## config.mk

```make
export PLATFORM = sky130hd
export DESIGN_NAME = timer_counter_flat
export DESIGN_NICKNAME = d
export VERILOG_FILES = /design/src/rtl/timer_counter_if.sv /design/src/rtl/timer_counter.sv /design/src/flat_wrapper.sv
export SDC_FILE = /design/constraint.sdc
export NUM_CORES = 1
export LEC_CHECK = 0
export CORE_MARGIN = 2
export CORE_UTILIZATION = 46
export CTS_BUF_LIST = sky130_fd_sc_hd__clkbuf_4 sky130_fd_sc_hd__clkbuf_8 sky130_fd_sc_hd__clkbuf_16
export DETAILED_ROUTE_END_ITERATION = 10
export PLACE_DENSITY = 0.78
export REMOVE_ABC_BUFFERS = 1
export SLEW_MARGIN = 20
export SYNTH_ARGS = -nofsm -noshare
export SYNTH_HDL_FRONTEND = slang
export SYNTH_SLANG_ARGS = --single-unit
```

## constraint.sdc

```tcl
create_clock -name pclk -period 2 [get_ports pclk]
set_clock_uncertainty 0.05 [all_clocks]
set_input_delay 0.3 -clock pclk [delete_from_list [all_inputs] [get_ports pclk]]
set_output_delay 0.3 -clock pclk [all_outputs]
set_load 0.02 [all_outputs]
```

## src/rtl/timer_counter_if.sv

```systemverilog
// Control and status bundle between the APB timer register block and its counter core.
// Latency: none; plain wires grouped for port readability.
// Backpressure: none; controls are levels/strobes, status is registered by the core.
interface timer_counter_if #(
  parameter int CNT_W = 8
);
  logic             en;
  logic             updown;
  logic [1:0]       clk_s;
  logic             init_cnt;
  logic [CNT_W-1:0] timer_val;
  logic             inter_en;
  logic             irq_clr;
  logic [CNT_W-1:0] cnt;
  logic             over;
  logic             under;
  logic             irq;

  // Register block side: drives controls, observes count and status.
  modport master (
    output en, updown, clk_s, init_cnt, timer_val, inter_en, irq_clr,
    input  cnt, over, under, irq
  );

  // Counter core side.
  modport slave (
    input  en, updown, clk_s, init_cnt, timer_val, inter_en, irq_clr,
    output cnt, over, under, irq
  );
endinterface

```

## src/rtl/timer_counter.sv

```systemverilog
// Prescaled up/down counter with load, wrap pulses and a sticky interrupt request.
// Latency: count steps every 2/4/8/16 enabled edges; over/under/irq registered on the wrap edge.
// Backpressure: none; load overrides counting, en=0 freezes count and clears the prescaler.
module timer_counter #(
  parameter int CNT_W = 8
) (
  input  logic          pclk,
  input  logic          preset,
  timer_counter_if.slave tif
);

  logic [3:0]       pre;
  logic [3:0]       tick_mask;
  logic             tick;
  logic             wrap_up;
  logic             wrap_dn;
  logic             irq_set;
  logic [CNT_W-1:0] cnt_q;
  logic             over_q;
  logic             under_q;
  logic             irq_q;

  // Tick when the prescaler bits selected by clk_s are all ones; wraps are qualified ticks.
  always_comb begin
    tick_mask = 4'b0001;
    case (tif.clk_s)
      2'b00:   tick_mask = 4'b0001;
      2'b01:   tick_mask = 4'b0011;
      2'b10:   tick_mask = 4'b0111;
      default: tick_mask = 4'b1111;
    endcase
    tick    = tif.en & ~tif.init_cnt & (&(pre | ~tick_mask));
    wrap_up = tick & ~tif.updown & (&cnt_q);
    wrap_dn = tick &  tif.updown & (cnt_q == '0);
    irq_set = tif.inter_en & (wrap_up | wrap_dn);
  end

  // Prescaler free-runs while counting; held at zero while disabled or loading.
  always_ff @(posedge pclk) begin
    if (preset)
      pre <= 4'd0;
    else if (!tif.en || tif.init_cnt)
      pre <= 4'd0;
    else
      pre <= pre + 4'd1;
  end

  // Count register: load beats tick, tick beats hold.
  always_ff @(posedge pclk) begin
    if (preset)
      cnt_q <= '0;
    else if (tif.init_cnt)
      cnt_q <= tif.timer_val;
    else if (tick)
      cnt_q <= tif.updown ? (cnt_q - CNT_W'(1)) : (cnt_q + CNT_W'(1));
  end

  // Single-cycle wrap pulses, aligned with the edge that wraps the count.
  always_ff @(posedge pclk) begin
    if (preset) begin
      over_q  <= 1'b0;
      under_q <= 1'b0;
    end else begin
      over_q  <= wrap_up;
      under_q <= wrap_dn;
    end
  end

  // Sticky interrupt: a new wrap with inter_en set wins over a simultaneous clear.
  always_ff @(posedge pclk) begin
    if (preset)
      irq_q <= 1'b0;
    else if (irq_set)
      irq_q <= 1'b1;
    else if (tif.irq_clr)
      irq_q <= 1'b0;
  end

  assign tif.cnt   = cnt_q;
  assign tif.over  = over_q;
  assign tif.under = under_q;
  assign tif.irq   = irq_q;

endmodule

```

## src/flat_wrapper.sv

```systemverilog
// flat-port wrapper written by rule: the top's interface ports become plain ports
module timer_counter_flat 
#(
  parameter int CNT_W = 8
)
  (pclk, preset, tif_en, tif_updown, tif_clk_s, tif_init_cnt, tif_timer_val, tif_inter_en, tif_irq_clr, tif_cnt, tif_over, tif_under, tif_irq);
  timer_counter_if #(.CNT_W(CNT_W)) tif_i ();
  input  logic pclk;
  input  logic preset;
  input wire logic [$bits(tif_i.en)-1:0] tif_en;
  input wire logic [$bits(tif_i.updown)-1:0] tif_updown;
  input wire logic [$bits(tif_i.clk_s)-1:0] tif_clk_s;
  input wire logic [$bits(tif_i.init_cnt)-1:0] tif_init_cnt;
  input wire logic [$bits(tif_i.timer_val)-1:0] tif_timer_val;
  input wire logic [$bits(tif_i.inter_en)-1:0] tif_inter_en;
  input wire logic [$bits(tif_i.irq_clr)-1:0] tif_irq_clr;
  output wire logic [$bits(tif_i.cnt)-1:0] tif_cnt;
  output wire logic [$bits(tif_i.over)-1:0] tif_over;
  output wire logic [$bits(tif_i.under)-1:0] tif_under;
  output wire logic [$bits(tif_i.irq)-1:0] tif_irq;
  assign tif_i.en = tif_en;
  assign tif_i.updown = tif_updown;
  assign tif_i.clk_s = tif_clk_s;
  assign tif_i.init_cnt = tif_init_cnt;
  assign tif_i.timer_val = tif_timer_val;
  assign tif_i.inter_en = tif_inter_en;
  assign tif_i.irq_clr = tif_irq_clr;
  assign tif_cnt = tif_i.cnt;
  assign tif_over = tif_i.over;
  assign tif_under = tif_i.under;
  assign tif_irq = tif_i.irq;
  timer_counter #(.CNT_W(CNT_W)) u_core (.pclk(pclk), .preset(preset), .tif(tif_i));
endmodule
```

==> summary.txt, run 1 <==
STA
  • Tmin final: 1.895 ns
  • RSZ-0062 raised after global routing: false
  • Final period utilization: 0.9475
  • Setup TNS: 0 ns
  • Final hold viol count: 0
  • Hold Slack: 0.4352 ns
  • F_max: 0.5277 GHz
  • Slew Limit Headroom: 0.7425
  • Least-Margin Pin Slew: about 0.39 ns
  • Final WS setup: 0.1051 ns
  • Setup-failing EPs final: 0
  • Max-slew violations: 0

Worst setup path
  • FF-to-FF setup slack: approximately 0.11 ns
  • Worst path cell trace: inv_1 -> fa_2 -> nand2b_4 -> a21oi_4 -> o22ai_2 -> or4_1 -> nand3_1
  • Crit path launch type: flip-flop
  • Crit-path leading delay family: simple AND/OR/NAND/NOR gates
  • CP Capture Type: flip-flop
  • Worst Path Max Fanout: 4
  • Worst r2r path cells: 7
  • CP Buf/Inv Count: 1
  • Setup Crit Path Kind: flip-flop to flip-flop
  • Required time worst endpoint: 2.18 ns
  • Crit path DAT: 2.08 ns
  • Slowest cell on the critical path: fa_2
  • Worst R2R Start: u_core.tif.cnt[0]
  • Reg2reg end: u_core.tif.cnt[6]
  • Max incr delay on CP: 0.41 ns

Hold path
  • WHS Path Cells: 2
  • Worst Hold Path EP: u_core.tif.irq
  • Hold path start: u_core.tif.irq
  • Hold crit path type: flip-flop to flip-flop

Placed design
  • Post-Place Worst Slack: -0.3949 ns
  • Gp weighted congestion: 0.9428
  • DP HPWL: 2002 um
  • Port buffer count: 27

Layout
  • Area of the multi-input gates: 678.2 sq um
  • Sequential standard cell area: 300.3 sq um
  • Ratio of cells with drive above 1 in the final layout: 0.2129
  • Antenna diode instance count: 0
  • Nets: approximately 180
  • Area grow syn2layout: 50.33%
  • FILL cells: 159

Clock tree
  • CTS tree: done
  • H-tree levels: 1
  • Worst skew pair latency: between 0.2 and 0.3 ns
  • Total CTS buffers: 3
  • Bufs on Longest Clock Path: 2
  • Number of clock sinks: 15
  • Root Buffer: clkbuf_4
  • CTS clk-pin slew, worst paths: 0.09 ns

Run status
  • Status: complete, no violations

Pwr
  • Sw Pwr: 0.2196 mW
  • Clk pwr share: 0.263
  • Peak VDD IR: 0.0004055 V
  • Cell internal pwr: 0.5187 mW
  • Lkg Pwr: 0.5824 nW
  • Seq pwr share: 0.439
  • Comb pwr share: 0.298
  • Power Dens Cells: between 500 and 600 nW/um^2
  • Sw Ratio: 0.2974

Yosys
  • Sequential fraction of the synthesis area: 0.3154
  • Synth warnings: 0
  • #FFs+latches synth: 15
  • Syn Area/Cell: 8.352 sq um
  • Cell area after synthesis: 952.2 sq um
  • Synthesized instance count: 114
  • Synth unique cells: 40

GRT
  • Pin count of the biggest net entering global routing: 14
  • Initial antenna violation count: 0
  • Number of global-route vias before repair: 1042
  • First-pass GRT wire length: 4485 um
  • GRT overflow: 0
  • Overall Global Routing Usage: 0.2399

Flow run
  • Maxcap violations: 0

Routing
  • Routed len/inst: 14.95 um
  • Detail Route Antenna Nets: 0
  • Drt initial violations: 25
  • Post-route DRC: 0
  • Avg Vias per Cell: 5.489
  • Vias: between 900 and 1000
  • Drt first pass iters: 4
  • Routed WL: 2720 um

Die
  • Initial core utilization: 0.4853
  • Die area: 2450 sq um
  • Core Area: 1962 sq um
  • Num rows: 16
  • Io pins: 28
  • Die extent in y: 49.50 um
  • Die W: a little under 50 um
## registers in the layout (all words and copies together), names as in the netlist
| register | flops |
|---|---|
| u_core.pre | 4 |
| u_core.tif.cnt | 8 |
| u_core.tif.irq | 1 |
| u_core.tif.over | 1 |
| u_core.tif.under | 1 |
## worst reg2reg max path, delay by kind of cell (launching register included)
family,cells,cell delay (ns)
AND/OR/NAND/NOR,3,0.67
adder cells (fa/ha/maj),1,0.41
flip-flops,1,0.34
AO/OA/AOI/OAI,2,0.27
buffers and inverters,1,0.10
## how the worst max path moves through the flow
stage | from | end | slack [ns] | cells after the start
after floorplan | u_core.tif.cnt[0] | u_core.tif.cnt[6] | -0.04 | 7
final | u_core.tif.cnt[0] | u_core.tif.cnt[6] | 0.11 | 7
after global routing | u_core.tif.cnt[0] | u_core.tif.cnt[6] | 0.008 | 7
after global placement | tif_updown | u_core.tif.cnt[7] | -0.29 | 7
after detailed placement | tif_updown | u_core.tif.cnt[7] | -0.39 | 7
after CTS | tif_updown | u_core.tif.cnt[7] | -0.005 | 7
## area by class of cell
type                    instances  share of cell area
clock buffers                   4             0.02098
inverters                       4             0.01049
flip-flops and latches         15              0.2098
well taps                      27             0.02360
repair buffers                 40              0.2614
multi-input cells              92              0.4738
## cells by family (layout without fill, tap and decap cells)
| group | Yosys count | count (layout) | share of synthesized area |
|---|---|---|---|
| and+or+nand+nor | 51 | 51 | 0.2917 |
| AOI/OAI and AO/OA | 28 | 28 | 0.2050 |
| DFF | 15 | 15 | 0.3154 |
| adders and majority gates | 8 | 8 | 0.1130 |
| buffers and inverters | 7 | 48 | 0.02890 |
| xor gates and xnor gates | 5 | 5 | 0.04600 |
## repair_timing
item | 4_1_cts | 5_1_grt
buffers inserted | 0 | 1
resized for setup | 4 | 9
setup endpoints to repair | 2 | 2
hold buffers | 0 | 0
pin swaps | 0 | 4
## synthesized netlist by cell type
cell type | instances | share of area
nand2_1 | 14 | 0.055
o21ai_2 | 1 | 0.0092
a32oi_1 | 1 | 0.0092
o21ai_0 | 2 | 0.011
o311ai_0 | 1 | 0.0092
a211oi_1 | 1 | 0.0079
ha_1 | 7 | 0.092
o2111ai_1 | 2 | 0.018
and4_1 | 1 | 0.0092
a21o_1 | 1 | 0.0079
o31ai_1 | 1 | 0.0079
nand3_1 | 4 | 0.021
nand2b_1 | 6 | 0.039
nor4b_2 | 1 | 0.016
nor4_1 | 1 | 0.0066
a21oi_1 | 9 | 0.047
a211o_1 | 1 | 0.0092
inv_1 | 4 | 0.016
nand3b_1 | 1 | 0.0079
and3_2 | 1 | 0.0079
a31oi_1 | 3 | 0.020
o22ai_1 | 1 | 0.0066
dfxtp_1 | 15 | 0.32
and2_2 | 1 | 0.0079
or4_1 | 1 | 0.0079
and3_1 | 2 | 0.013
o21ai_4 | 1 | 0.017
a21oi_2 | 1 | 0.0092
or2_2 | 1 | 0.0066
and2_1 | 2 | 0.013
a22oi_1 | 2 | 0.016
buf_2 | 1 | 0.0053
nand4_1 | 2 | 0.013
nor2_1 | 9 | 0.035
xor2_1 | 3 | 0.028
fa_1 | 1 | 0.021
or4_4 | 1 | 0.012
clkbuf_1 | 2 | 0.0079
xnor2_1 | 2 | 0.018
nor2b_1 | 3 | 0.020
## placed cells by master, fill, tap and decap left out, types with 2 or more instances in the layout
cell             instances
dfxtp_1                 15
clkbuf_4                 4
nand4_1                  2
buf_4                   12
nand2b_1                 5
a22oi_1                  2
nand3_1                  4
nand2_1                 14
nor2b_1                  3
ha_1                     6
and3_1                   2
o2111ai_1                2
xor2_1                   3
a31oi_1                  3
a21oi_1                  7
inv_1                    4
and2_1                   2
clkdlybuf4s50_1         26
nor2_1                   9
xnor2_1                  2
a21oi_2                  2
## power groups by stage
| stage | Sequential, mW | Combinational, mW | Clock, mW |
|---|---|---|---|
| after floorplan | 0.340 | 0.0824 | 0 |
| after global placement | 0.329 | 0.189 | 0 |
| after detailed placement | 0.329 | 0.195 | 0 |
| after CTS | 0.322 | 0.204 | 0.194 |
| after global routing | 0.325 | 0.240 | 0.213 |
| final | 0.324 | 0.220 | 0.194 |
## stage by stage
stage / utilization / power, mW / std cells / instance area [sq um]
after floorplan: - / 0.4223 / 111 / 939.7
after global placement: 0.6798 / 0.5181 / 177 / 1334
after detailed placement: 0.6798 / 0.5246 / 177 / 1334
after CTS: 0.7060 / 0.7209 / 181 / 1385
after global routing: 0.7296 / 0.7777 / 182 / 1431
final: 0.7296 / 0.7383 / 182 / 1431
## per-layer routing
metal | wire (um) | vias to the layer above | global-route usage
li1 | - | 494 | -
met1 | 1175 | 462 | 0.2712
met2 | 1359 | 37 | 0.4324
met3 | 141 | 6 | 0.04242
met4 | 44 | 0 | 0.1157
met5 | 0 | - | 0
No activity file was read; power rests on OpenSTA's default activity.
==> run 2: changes to the inputs <==
- GPL_TIMING_DRIVEN: default -> 0
- SKIP_LAST_GASP: default -> 1
==> summary.txt, run 2 (synthesis gave the netlist of run 1 again) <==
GRT
  • GRT overflow: 0 (unchanged)
  • Number of global-route vias before repair: 902 (-13%)
  • First-pass GRT wire length: 3843 um (-14%)
  • Overall Global Routing Usage: 0.1983 (-0.04159)
  • Pin count of the biggest net entering global routing: 15 (+1)
  • Initial antenna violation count: 0 (unchanged)

Worst setup path
  • Reg2reg end: u_core.tif.cnt[6]
  • Max incr delay on CP: 0.42 ns (about the same)
  • Worst r2r path cells: 7 (unchanged)
  • Required time worst endpoint: 2.19 ns (about the same)
  • Worst R2R Start: u_core.tif.cnt[0]
  • FF-to-FF setup slack: 0.13 ns (+0.02 ns)
  • CP Buf/Inv Count: 1 (unchanged)
  • Worst path cell trace: inv_1 -> fa_2 -> nand2b_4 -> a21oi_2 -> o22ai_1 -> or4_1 -> nand3_1
  • Crit path DAT: 2.06 ns (-0.02 ns)
  • Crit path launch type: flip-flop
  • Slowest cell on the critical path: fa_2
  • CP Capture Type: flip-flop
  • Crit-path leading delay family: simple AND/OR/NAND/NOR gates
  • Setup Crit Path Kind: flip-flop to flip-flop
  • Worst Path Max Fanout: 4 (unchanged)

Layout
  • Antenna diode instance count: 0 (unchanged)
  • Ratio of cells with drive above 1 in the final layout: 0.1268 (-0.08614)
  • Commonest non-fill, non-tap cell in the layout: clkdlybuf4s50_1
  • Nets: 168 (-7.2%)
  • Max reg flops: 8 (unchanged)
  • Leading cell types in the layout, fill and taps excluded: clkdlybuf4s50_1 (25), nand2_1 (14), dfxtp_1 (13)
  • Area grow syn2layout: 35.22%

Die
  • Num rows: 16 (unchanged)
  • Io pins: 28 (unchanged)
  • Core Area: 1962 sq um (unchanged)
  • Initial core utilization: 0.4853 (unchanged)
  • Die area: 2450 sq um (unchanged)
  • Die W: 49.50 um (unchanged)
  • Die extent in y: 49.50 um (unchanged)

STA
  • Setup-failing EPs final: 0 (unchanged)
  • F_max: 0.5341 GHz (+1.2%)
  • Final period utilization: 0.9361 (-0.01137)
  • Max-slew violations: 0 (unchanged)
  • Slew Limit Headroom: 0.6566 (-0.08594)
  • Tmin final: 1.872 ns (-0.02273 ns)
  • Setup TNS: 0 ns (unchanged)
  • Final hold viol count: 0 (unchanged)
  • Hold Slack: 0.4314 ns (-0.003846 ns)
  • RSZ-0062 raised after global routing: false
  • Least-Margin Pin Slew: 0.5151 ns (+0.1289 ns)

Hold path
  • Hold crit path type: flip-flop to flip-flop
  • Worst Hold Path EP: u_core.pre[0]
  • WHS Path Cells: 1 (-1)
  • Hold path start: u_core.pre[0]

Routing
  • Routed WL: 2202 um (-19%)
  • Detail Route Antenna Nets: 0 (unchanged)
  • Post-route DRC: 0 (unchanged)
  • Drt initial violations: 10 (-60%)
  • Drt first pass iters: 4 (unchanged)
  • Avg Vias per Cell: 5.467 (-0.39%)
  • Routed len/inst: 13.03 um (-13%)
  • Vias: 924 (-7.5%)

Clock tree
  • CTS tree: done
  • Worst skew pair latency: 0.29 ns (about the same)
  • Number of clock sinks: 15 (unchanged)
  • CTS clk-pin slew, worst paths: 0.10 ns (about the same)
  • Root Buffer: clkbuf_4
  • H-tree levels: 1 (unchanged)
  • Bufs on Longest Clock Path: 2 (unchanged)
  • Total CTS buffers: 3 (unchanged)
  • Post-CTS Setup Repair Bufs: 0 (unchanged)

Placed design
  • Gp weighted congestion: 0.9334 (-1.0%)
  • DP HPWL: 1673 um (-16%)
  • Port buffer count: 27 (unchanged)

Flow run
  • Maxcap violations: 0 (unchanged)

Pwr
  • Power Dens Cells: 526.2 nW/um^2 (+2.0%)
  • Peak VDD IR: 0.0003603 V (-11%)
  • Lkg Pwr: 0.5012 nW (-14%)

Run status
  • Status: complete, no violations
==> run 2: worst max-delay path by stage <==
stage                      start                 to  slack (ns)  depth (start not counted)
2_1_floorplan  u_core.tif.cnt[0]  u_core.tif.cnt[6]       -0.04                          7
4_1_cts        u_core.tif.cnt[0]  u_core.tif.cnt[6]        0.01                          7
6_report       u_core.tif.cnt[0]  u_core.tif.cnt[6]        0.13                          7
3_5_place_dp          tif_updown  u_core.tif.cnt[6]       -0.67                          8
3_3_place_gp          tif_updown  u_core.tif.cnt[6]       -0.62                          8
5_1_grt        u_core.tif.cnt[0]  u_core.tif.cnt[6]        0.02                          7
==> run 2: timing repair <==
item                                    4_1_cts  5_1_grt
resized for setup                             7        2
endpoints found under the setup margin        5        1
hold buffers                                  0        0
cloned                                        0        0
==> run 2: where the power goes <==
part           switching, mW  internal (mW)
registers             0.0145          0.310
logic                 0.0851         0.0899
clock network          0.104         0.0742
total                  0.203          0.474
==> run 2: final cells by class <==
cell class | count | area [sq um]
clock buffers | 3 | 22.52
clock inverters | 1 | 5.005
fillers | 182 | 674.4
inverters | 4 | 15.01
multi-input cells | 92 | 638.1
flip-flops and latches | 15 | 302.8
well taps | 27 | 33.78
repair buffers | 27 | 270.3
==> run 2: worst reg2reg max path, stage by stage, from the launching register on <==
cell	delay, ns
dfxtp_2	0.35
inv_1	0.09
fa_2	0.42
nand2b_4	0.16
a21oi_2	0.15
o22ai_1	0.12
or4_1	0.40
nand3_1	0.08
==> run 2: through the flow <==
| stage | setup slack (ns) | std cells | cell area, sq um | total power, mW | util |
|---|---|---|---|---|---|
| 3_5_place_dp | -0.6746 | 165 | 1244 | 0.4994 | 0.6339 |
| 5_1_grt | 0.01888 | 169 | 1287 | 0.7142 | 0.6563 |
| 6_report | 0.1278 | 169 | 1287 | 0.6775 | 0.6563 |
| 3_3_place_gp | -0.6199 | 165 | 1244 | 0.4941 | 0.6339 |
| 4_1_cts | 0.01437 | 169 | 1277 | 0.6761 | 0.6511 |
| 2_1_floorplan | -0.03571 | 111 | 939.7 | 0.4223 | - |
==> run 2: metal layers <==
metal,share of wire,global-route usage
met1,0.45,0.2433
met2,0.49,0.3378
met3,0.044,0.03333
met4,0.014,0.09259
met5,0,0
==> run 3: changes to the inputs <==
- CORE_ASPECT_RATIO: default -> 1.4
- SLEW_MARGIN: 20 -> 5
==> summary.txt, run 3 (synthesis gave the netlist of run 1 again) <==
Worst setup path
  • Required time worst endpoint: 2.18 ns (about the same)
  • Reg2reg end: u_core.tif.cnt[6]
  • Worst r2r path cells: 7 (unchanged)
  • Worst path cell trace: inv_1 -> fa_2 -> nand2b_4 -> a21oi_4 -> o22ai_1 -> or4_1 -> nand3_1
  • Crit path DAT: 2.07 ns (about the same)
  • FF-to-FF setup slack: 0.12 ns (about the same)
  • CP Capture Type: flip-flop
  • Slowest cell on the critical path: or4_1
  • Worst R2R Start: u_core.tif.cnt[0]
  • Setup Crit Path Kind: flip-flop to flip-flop
  • Max incr delay on CP: 0.40 ns (-0.02 ns)
  • Worst Path Max Fanout: 4 (unchanged)
  • Crit path launch type: flip-flop

Pwr
  • Peak VDD IR: 0.0003547 V (-1.6%)
  • Lkg Pwr: 0.5186 nW (+3.5%)
  • Sw Pwr: 0.2102 mW (+3.3%)
  • Power Dens Cells: 535.9 nW/um^2 (+1.8%)
  • Comb pwr share: 0.258 (about the same)
  • Sw Ratio: 0.2983 (-0.002006)
  • Seq pwr share: 0.459 (-0.020)
  • Cell internal pwr: 0.4945 mW (+4.3%)
  • Clk pwr share: 0.283 (+0.020)
  • Final Power: 0.7047 mW (+4.0%)

STA
  • Tmin final: 1.884 ns (+0.01165 ns)
  • Max-slew violations: 0 (unchanged)
  • Setup-failing EPs final: 0 (unchanged)
  • F_max: 0.5308 GHz (-0.62%)
  • Least-Margin Pin Slew: 0.4960 ns (-0.01908 ns)
  • Slew Limit Headroom: 0.6693 (+0.01272)
  • Final period utilization: 0.9419 (+0.005827)
  • RSZ-0062 raised after global routing: false
  • Final hold viol count: 0 (unchanged)

GRT
  • First-pass GRT wire length: 4043 um (+5.2%)
  • Overall Global Routing Usage: 0.2158 (+0.01747)
  • Pin count of the biggest net entering global routing: 15 (unchanged)
  • Number of global-route vias before repair: 952 (+5.5%)
  • GRT overflow: 0 (unchanged)
  • Initial antenna violation count: 0 (unchanged)

Clock tree
  • Worst skew pair latency: 0.29 ns (about the same)
  • CTS tree: done
  • Root Buffer: clkbuf_4
  • Number of clock sinks: 15 (unchanged)
  • Bufs on Longest Clock Path: 2 (unchanged)
  • H-tree levels: 1 (unchanged)
  • Total CTS buffers: 3 (unchanged)
  • CTS clk-pin slew, worst paths: 0.10 ns (about the same)

Routing
  • Routed WL: 2379 um (+8.0%)
  • Vias: 947 (+2.5%)
  • Detail Route Antenna Nets: 0 (unchanged)
  • Routed len/inst: 14.33 um (+10%)
  • Drt initial violations: 30 (+20)
  • Post-route DRC: 0 (unchanged)
  • Drt first pass iters: 4 (unchanged)
  • Avg Vias per Cell: 5.705 (+4.3%)

Die
  • Core Area: 1949 sq um (-0.64%)
  • Die area: 2455 sq um (+0.21%)
  • Die extent in y: 57.83 um (+17%)
  • Io pins: 28 (unchanged)
  • Initial core utilization: 0.4884 (+0.003115)
  • Die W: 42.45 um (-14%)
  • Num rows: 19 (+3)

Layout
  • Area grow syn2layout: 38.11%
  • Max reg flops: 8 (unchanged)
  • Commonest non-fill, non-tap cell in the layout: clkdlybuf4s50_1
  • Leading cell types in the layout, fill and taps excluded: clkdlybuf4s50_1 (25), nand2_1 (14), dfxtp_1 (13)
  • Antenna diode instance count: 0 (unchanged)
  • Nets: 171 (+1.8%)
  • Final std cells w/o fill: 166 (-1.8%)
  • Ratio of cells with drive above 1 in the final layout: 0.1448 (+0.01807)

Run status
  • Status: complete, no violations

Hold path
  • Hold crit path type: flip-flop to flip-flop
  • Worst Hold Path EP: u_core.pre[0]
  • WHS Path Cells: 1 (unchanged)
  • Hold path start: u_core.pre[0]

Placed design
  • DP HPWL: 1788 um (+6.8%)
  • Port buffer count: 27 (unchanged)
  • Placed Cells: 159 (-3.6%)
  • Gp weighted congestion: 0.7465 (-20%)

Flow run
  • Maxcap violations: 0 (unchanged)
==> run 3: changes by cell type in the layout (fill, tap and decap cells not counted) <==
cell and delta:
clkinv_2 -1, a21oi_2 -1, dfxtp_4 +1, buf_4 +3, a21oi_4 +1, clkbuf_4 +1, dfxtp_2 -1
==> run 3: cell type report <==
class	count	area, sq um
clock buffer	4	30.03
fill	188	634.4
timing repair buffer	30	292.8
sequential	15	305.3
inverter	4	15.01
tap	21	26.28
multi-input combinational	92	645.6
==> run 3: worst max-delay path: cells and delay by family (launching register included) <==
kind	cells	cell delay, ns
AOI/OAI and AO/OA	2	0.27
adders and majority gates	1	0.39
buffers and inverters	1	0.09
DFF	1	0.36
and+or+nand+nor	3	0.66
==> run 3: power groups by stage <==
stage / sequential, mW / clock, mW / combinational (mW)
2_1_floorplan: 0.340 / 0 / 0.0824
3_3_place_gp: 0.331 / 0 / 0.164
3_5_place_dp: 0.332 / 0 / 0.169
4_1_cts: 0.325 / 0.199 / 0.171
5_1_grt: 0.325 / 0.210 / 0.200
6_report: 0.324 / 0.199 / 0.182
==> run 3: how the worst max path moves through the flow <==
stage | startpoint | endpoint | cells after the start
after floorplan | u_core.tif.cnt[0] | u_core.tif.cnt[6] | 7
after global placement | tif_updown | u_core.tif.cnt[6] | 8
after detailed placement | tif_updown | u_core.tif.cnt[6] | 8
after CTS | u_core.tif.cnt[0] | u_core.tif.cnt[6] | 7
after global routing | u_core.tif.cnt[0] | u_core.tif.cnt[6] | 7
final | u_core.tif.cnt[0] | u_core.tif.cnt[6] | 7
==> run 3: timing repair <==
| action | CTS | global route |
|---|---|---|
| buffers inserted | 0 | 3 |
| hold buffers | 0 | 0 |
| setup endpoints to repair | 6 | 1 |
| pin swaps | 0 | 2 |
| resized for setup | 8 | 3 |
==> run 3: per-layer routing <==
| metal | up-vias | GRT usage | share of wire |
|---|---|---|---|
| met5 | - | 0 | 0 |
| met4 | 0 | 0.09375 | 0.013 |
| met3 | 2 | 0.03115 | 0.037 |
| met2 | 30 | 0.4022 | 0.54 |
| met1 | 441 | 0.2383 | 0.41 |
| li1 | 474 | - | - |
==> run 3: through the flow <==
step,setup WS (ns),instance area [sq um],utilization,hold WS [ns],TNS (ns)
floorplan,-0.03571,939.7,-,0.3124,-0.03571
global placement,-0.6480,1236,0.6341,0.3974,-2.892
detailed placement,-0.7052,1236,0.6341,0.4065,-3.176
CTS,0.04093,1275,0.6540,0.4292,0
global route,0.002668,1315,0.6746,0.4679,0
finish,0.1161,1315,0.6746,0.4246,0
